<file path="src/rtl/tick_scheduler.sv">
// Clock-enable scheduler: free-running pixel and input-sample strobes plus a
// run/pause/idle gated game-step tick whose period follows a speed level.
module tick_scheduler #(
    parameter int unsigned PIX_DIV       = 4,
    parameter int unsigned STEP_DIV_BASE = 25000000,
    parameter int unsigned SAMPLE_DIV    = 1000000,
    parameter int unsigned CNT_W         = 32
) (
    input  logic       clk,
    input  logic       reset,
    input  logic       run_req,
    input  logic       pause_req,
    input  logic       stop_req,
    input  logic [1:0] speed_in,
    input  logic       speed_load,
    output logic       pix_en,
    output logic       step_tick,
    output logic       sample_tick,
    output logic [1:0] state,
    output logic [1:0] speed_cur
);

    typedef enum logic [1:0] {
        ST_IDLE   = 2'b00,
        ST_RUN    = 2'b01,
        ST_PAUSED = 2'b10
    } state_t;

    logic [CNT_W-1:0] r_pix_cnt;
    logic             r_pix_en;
    logic [CNT_W-1:0] r_smp_cnt;
    logic             r_smp_en;

    state_t           r_state;
    logic [CNT_W-1:0] r_step_cnt;
    logic             r_step_tick;
    logic [1:0]       r_speed_cur;
    logic [1:0]       r_pend;
    logic             r_pend_vld;

    state_t           w_state_nxt;
    logic [CNT_W-1:0] w_step_cnt_nxt;
    logic             w_step_tick_nxt;
    logic [1:0]       w_speed_nxt;
    logic [1:0]       w_pend_nxt;
    logic             w_pend_vld_nxt;
    logic             w_step_wrap;
    logic [CNT_W-1:0] w_period;
    logic [CNT_W-1:0] w_last;

    // Pixel-enable divider, independent of the FSM
    always_ff @(posedge clk or negedge reset) begin
        if (!reset) begin
            r_pix_cnt <= '0;
            r_pix_en  <= 1'b0;
        end else if (r_pix_cnt == CNT_W'(PIX_DIV - 1)) begin
            r_pix_cnt <= '0;
            r_pix_en  <= 1'b1;
        end else begin
            r_pix_cnt <= r_pix_cnt + CNT_W'(1);
            r_pix_en  <= 1'b0;
        end
    end

    // Input-sample divider, independent of the FSM
    always_ff @(posedge clk or negedge reset) begin
        if (!reset) begin
            r_smp_cnt <= '0;
            r_smp_en  <= 1'b0;
        end else if (r_smp_cnt == CNT_W'(SAMPLE_DIV - 1)) begin
            r_smp_cnt <= '0;
            r_smp_en  <= 1'b1;
        end else begin
            r_smp_cnt <= r_smp_cnt + CNT_W'(1);
            r_smp_en  <= 1'b0;
        end
    end

    assign w_period = CNT_W'(STEP_DIV_BASE) >> r_speed_cur;
    assign w_last   = w_period - CNT_W'(1);

    // Step FSM state register
    always_ff @(posedge clk or negedge reset) begin
        if (!reset) begin
            r_state     <= ST_IDLE;
            r_step_cnt  <= '0;
            r_step_tick <= 1'b0;
            r_speed_cur <= 2'd0;
            r_pend      <= 2'd0;
            r_pend_vld  <= 1'b0;
        end else begin
            r_state     <= w_state_nxt;
            r_step_cnt  <= w_step_cnt_nxt;
            r_step_tick <= w_step_tick_nxt;
            r_speed_cur <= w_speed_nxt;
            r_pend      <= w_pend_nxt;
            r_pend_vld  <= w_pend_vld_nxt;
        end
    end

    // Next-state, step counter and speed application
    always_comb begin
        w_state_nxt     = r_state;
        w_step_cnt_nxt  = r_step_cnt;
        w_step_tick_nxt = 1'b0;
        w_step_wrap     = 1'b0;
        w_speed_nxt     = r_speed_cur;
        w_pend_nxt      = speed_load ? speed_in : r_pend;
        w_pend_vld_nxt  = r_pend_vld | speed_load;

        if (stop_req) begin
            w_state_nxt    = ST_IDLE;
            w_step_cnt_nxt = '0;
        end else begin
            case (r_state)
                ST_IDLE: begin
                    if (run_req) begin
                        w_state_nxt    = ST_RUN;
                        w_step_cnt_nxt = '0;
                    end
                end
                ST_RUN: begin
                    if (pause_req) begin
                        w_state_nxt = ST_PAUSED;
                    end else if (r_step_cnt >= w_last) begin
                        // >= covers a held count left over from a slower speed
                        w_step_cnt_nxt  = '0;
                        w_step_tick_nxt = 1'b1;
                        w_step_wrap     = 1'b1;
                    end else begin
                        w_step_cnt_nxt = r_step_cnt + CNT_W'(1);
                    end
                end
                ST_PAUSED: begin
                    if (run_req) begin
                        w_state_nxt = ST_RUN;
                    end
                end
                default: begin
                    w_state_nxt    = ST_IDLE;
                    w_step_cnt_nxt = '0;
                end
            endcase
        end

        // A load arriving this cycle stays pending for the next boundary
        if (r_pend_vld && ((r_state != ST_RUN) || w_step_wrap)) begin
            w_speed_nxt    = r_pend;
            w_pend_vld_nxt = speed_load;
        end
    end

    assign pix_en      = r_pix_en;
    assign sample_tick = r_smp_en;
    assign step_tick   = r_step_tick;
    assign state       = r_state;
    assign speed_cur   = r_speed_cur;

endmodule

</file>
<file path="config.mk">
export PLATFORM = sky130hd
export DESIGN_NAME = tick_scheduler
export DESIGN_NICKNAME = d
export VERILOG_FILES = /design/src/rtl/tick_scheduler.sv
export SDC_FILE = /design/constraint.sdc
export NUM_CORES = 1
export LEC_CHECK = 0
export ABC_AREA = 1
export CORE_AREA = 8 8 97 143
export DETAILED_ROUTE_END_ITERATION = 16
export DIE_AREA = 0 0 105 151
export PLACE_DENSITY = 0.82
export SKIP_CTS_REPAIR_TIMING = 1
export SYNTH_ARGS = -nofsm -noshare
export SYNTH_HDL_FRONTEND = slang
export SYNTH_SLANG_ARGS = --single-unit
export TNS_END_PERCENT = 20
</file>
<file path="constraint.sdc">
create_clock -name clk -period 2 [get_ports clk]
set_clock_uncertainty 0.15 [all_clocks]
set_input_delay 0.6 -clock clk [delete_from_list [all_inputs] [get_ports clk]]
set_output_delay 0.6 -clock clk [all_outputs]
set_load 0.01 [all_outputs]
</file>
=== After elaboration in Yosys (flattened, before gate mapping) ===
Cells that the tools add are included.

* Bits in registers: 106
* Input port bits: 8
* Output and inout port bits: 7
* Logic and storage cells: 51

* Order comparisons: 1
* Equality and inequality tests: 10
* Add/sub/neg operators: 4
* Bitwise operators: 1
* Muxes and demuxes: 18
* Reductions and logical operators: 6
* Shift operators: 1

{| class="wikitable"
|+ Operator list
! cell !! count
|-
| two-way mux 32 bit || 6
|-
| adder 32 x 1 -> 32 bit (second input constant) || 3
|-
| one-hot mux 32 bit (3 select lines) || 1
|-
| == test 32 x 2 -> 1 bit (second input constant) || 1
|-
| == test 32 x 20 -> 1 bit (second input constant) || 1
|-
| >= comparator 32 bit || 1
|-
| >> shifter 25 x 2 -> 32 bit (first input constant) || 1
|-
| subtractor 32 x 1 -> 32 bit (second input constant) || 1
|-
| inequality test 3 bit (second input constant) || 3
|-
| two-way mux 1 bit || 7
|-
| two-way mux 2 bit || 3
|-
| one-hot mux 2 bit (2 select lines) || 1
|-
| inequality test 3 x 1 -> 1 bit (second input constant) || 1
|-
| AND reduction 3 bit || 1
|-
| == test 2 x 1 -> 1 bit (second input constant) || 1
|-
| == test 2 bit (second input constant) || 1
|-
| logical NOT 2 bit || 1
|-
| inequality test 2 x 1 -> 1 bit (second input constant) || 1
|-
| inequality test 2 bit (second input constant) || 1
|-
| AND reduction 2 bit || 1
|-
| OR reduction 2 bit || 1
|-
| logical AND 1 bit || 1
|-
| logical OR 1 bit || 1
|-
| bitwise OR 1 bit || 1
|}

=== Longest topological paths before layout ===
* Depth after elaboration: 10
* Mapped depth: 17
* Gate-level depth less buffers: 17

=== Worst setup path before layout ===
OpenSTA, ideal clock, no wires.

* Kind: reg2reg
* From: register r_speed_cur[1] (netlist: speed_cur[1])
* To: register r_step_cnt[0]
* Setup slack: -0.213 ns
* Period minus slack after synthesis: 2.213 ns
* Data required time: 1.770 ns
* Path buffers: 2
* Stages on the path, launching flop included: 16
* Arrival time: 1.983 ns
* Library setup time: 0.080 ns
* Path through: dfrtp_1 buf_2 nor2_1 inv_1 ha_1 nand2_1 nor3b_1 nand2_1 nand2_1 nand2_1 nand2_1 nand2_2 nor2_4 inv_2 buf_6 mux2i_4

* Longest elaborated chain between the ends: 7

{| class="wikitable"
|+ RTL lines
! element !! RTL line !! source
|-
| from (decl) || 37 || <nowiki>logic [1:0] r_speed_cur;</nowiki>
|-
| from (signal assigned) || 95 || <nowiki>r_speed_cur <= w_speed_nxt;</nowiki>
|-
| >> shifter 25 x 2 -> 32 bit || 79 || <nowiki>assign w_period = CNT_W'(STEP_DIV_BASE) >> r_speed_cur;</nowiki>
|-
| subtractor 32 x 1 -> 32 bit || 80 || <nowiki>assign w_last = w_period - CNT_W'(1);</nowiki>
|-
| >= comparator 32 bit || 125 || <nowiki>end else if (r_step_cnt >= w_last) begin</nowiki>
|-
| two-way mux 32 bit || 125 ||
|-
| two-way mux 32 bit || 123 || <nowiki>if (pause_req) begin</nowiki>
|-
| one-hot mux 32 bit (3 select lines) || 115 || <nowiki>case (r_state)</nowiki>
|-
| two-way mux 32 bit || 111 || <nowiki>if (stop_req) begin</nowiki>
|-
| to (signal assigned) || 93 || <nowiki>r_step_cnt <= w_step_cnt_nxt;</nowiki>
|-
| to (decl) || 35 || <nowiki>logic [CNT_W-1:0] r_step_cnt;</nowiki>
|}

Every way passes these cells. The select of a mux whose other input is x is not followed.
A chain may end at the register's enable or synchronous reset.

=== Final worst setup path ===
* From: register r_speed_cur[1] (netlist: speed_cur[1])
* To: register r_step_cnt[5]

The elaborated chain is that of the path after synthesis.

==> flow_summary_export.csv <==
group,metric,value,unit
timing,fin_crit_sh,115,%
cells_and_area,drive_gt1_share,19.5,%
grt,met1_usage,21.4,%
cells_and_area,fillerInstances,914,
floorplan,die-area,0.0159,sq mm
detailed_routing,detail-route-antenna-nets,0,
cells_and_area,final_cell_mix,"nand2_1 (163), inv_1 (119), dfrtp_1 (102)",
placement,preCtsSetupSlack,-363,ps
floorplan,die_w,105,microns
cells_and_area,antenna_cells,0,
detailed_routing,vias,5929,
cts,clk_latency,350,ps
cells_and_area,finalInstanceArea,0.00802,sq mm
timing,rsz0062_at_grt,"true",
grt,grt_pass1_vias,6009,
synth,ys.flop_type,"dfrtp_1",
cts,cts_tree,"done",
cts,clock_sinks,106,
detailed_routing,drt_wl_total,16.0,mm
synth,syn_inst,834,
timing,maxSlewViolCount,0,
detailed_routing,drc,0,
floorplan,rows,49,
run_status,violations,"setup timing",
synth,syn-cell-area,0.00657,sq mm
timing,setup_ws,-297,ps
critical_path,end_kind,"register",
synth,synth_edf_count,0,
grt,grt.busiest_layer,"met2",
cts,cts-root-buf,"clkbuf_16",
cts,htree_levels,3,
min_path,worstHoldPathType,"in -> async",
critical_path,reg2regPathDepth,13,
timing,maxSlewHeadroom,65.3,%
flow_run,cap_violations,0,
detailed_routing,drtIter0Drc,293,
cells_and_area,multi_input_area,0.00355,sq mm
pwr,p_total,4.25,mW
cts,clock_path_buffers,2,
detailed_routing,drtPass1Iterations,5,
floorplan,dieHeight,151,microns
synth,synth-async-reset-ratio,100,%
pwr,powerDensity,530,mW/mm^2
timing,setup_violations,36,
timing,min_period,2300,ps
detailed_routing,viasPerCell,5.40,
critical_path,cp_max_fo,8,
critical_path,critPathSlowestCell,"dfrtp_2",
critical_path,path_class,"reg -> reg",
critical_path,max_stage_delay,480,ps
grt,gr-total-overflow,0,
cells_and_area,utilization,68.1,%
critical_path,required,2080,ps
timing,tightest_slew,516,ps
placement,dp_hpwl,11.9,mm
run_status,outcome,"finished, violations left",
synth,synth_seq_cells,106,
pwr,leakage,3.97,nW
grt,use_met2,38.0,%
placement,postPlaceCellArea,0.00755,sq mm
synth,yosysSeqAreaShare,40.4,%
cts,clkSlewWorstSetupHoldPaths,70,ps
timing,finalSetupTns,-9300,ps
grt,grt_pass1_wl,26.8,mm
critical_path,cp-start-kind,"register",
cells_and_area,final_common_cell,"nand2_1",
critical_path,arrival,2380,ps
pwr,peakVddDrop,386,uV
placement,gp_congestion,0.948,
critical_path,r2r_slack,-300,ps
grt,grt_use_met3,3.41,%
cts,cts-buffers-inserted,9,
critical_path,worstPathCellList,"nor2_4 > inv_2 > ha_4 > nand4_1 > nor2_2 > nand2_1 > nor2_2 > nand2_2 > nand2_4 > inv_4 > clkbuf_16 > nand4_1 > o21ai_1",
timing,hold_viol,0,
grt,antenna_found_initial,0,
cells_and_area,ff_latch_area,0.00266,sq mm
floorplan,ioPinCount,15,
floorplan,coreArea,0.0118,sq mm
placement,port_buffers,14,
floorplan,initial_core_util,55.8,%
synth,ys_types,43,
cells_and_area,syn2layout_area_growth,22.0,%
timing,clock.fmax,435,MHz
grt,grtUsageTotal,20.7,%
cells_and_area,final_nets,974,
detailed_routing,drt-wirelength-per-cell,14.5,microns
synth,avgSynthCellArea,7.88,sq um
synth,ys_warn_count,0,
grt,grt_max_degree,62,
[cell usage after synthesis (all sizes together) (3+ instances only)]
| master | n | area [sq um] |
|---|---|---|
| nor2 | 113 | 504 |
| nor3b | 4 | 30.0 |
| xor2 | 50 | 438 |
| nand4 | 36 | 225 |
| nand3 | 62 | 380 |
| clkbuf | 3 | 12.5 |
| or2 | 4 | 25.0 |
| xnor2 | 14 | 123 |
| buf | 7 | 47.5 |
| dfrtp | 106 | 2650 |
| nand2 | 176 | 676 |
| nor3 | 30 | 166 |
| o21ai | 24 | 124 |
| a21oi | 10 | 50.1 |
| nor4 | 20 | 146 |
| o22ai | 8 | 50.1 |
| inv | 126 | 473 |
| ha | 26 | 325 |
[flip-flops by register name, summed over array words and instances (netlist names)]
register     count
r_smp_cnt       32
r_pend           2
sample_tick      1
state            2
pix_en           1
step_tick        1
r_pend_vld       1
speed_cur        2
r_pix_cnt       32
r_step_cnt      32
[cells by family after synthesis]
logic type	after synthesis	synth area share (%)
fa+ha+maj	26	4.95
compound gates	50	4.30
buf+inv	136	8.11
flops	106	40.4
mux	3	0.685
xor+xnor	64	8.53
other cells	2	0.114
simple gates	447	33.0
[stage by stage]
stage               hold WS [ps]  instances
finish                      78.5       1098
global route                90.6       1098
CTS                         86.1       1095
detailed placement           324       1079
global placement             320       1079
floorplan                    154        840
[where the power goes]
part	total [mW]	switching (mW)	internal [mW]
Sequential	2.19	0.0288	2.16
Clock	1.65	0.798	0.847
Combinational	0.413	0.233	0.180
Total	4.25	1.06	3.19
[critical path, delay by kind of cell (launching register included)]
kind            cells  cell delay [ps]
simple gates        8              950
compound gates      1               70
fa+ha+maj           1              250
buf+inv             3              280
flops               1              480
[final cells by class]
class	instances	share of cell area (%)
multi-input cells	598	44.3
flip-flops and latches	106	33.1
repair buffers	99	10.7
inverters	126	5.99
clock buffers	10	2.86
well taps	153	2.39
clock inverters	6	0.546
[path summary, 6_finish.rpt]
check / start / end
max in group asynchronous: reset / r_smp_cnt[24]$_DFF_PN0_
min in group clk: r_smp_cnt[0]$_DFF_PN0_ / r_smp_cnt[0]$_DFF_PN0_
max reg2reg: speed_cur[1]$_DFFE_PN0P_ / r_step_cnt[5]$_DFFE_PN0P_
min reg2reg: r_smp_cnt[0]$_DFF_PN0_ / r_smp_cnt[0]$_DFF_PN0_
max: speed_cur[1]$_DFFE_PN0P_ / r_step_cnt[5]$_DFFE_PN0P_
min: reset / r_pix_cnt[10]$_DFF_PN0_
[layer usage]
| layer | wire length, microns | share of wire [%] |
|---|---|---|
| met1 | 6090 | 38 |
| met2 | 8420 | 53 |
| met3 | 608 | 3.8 |
| met4 | 830 | 5.2 |
| met5 | 0 | 0 |
Note: power is estimated with default switching activity, not from simulation.
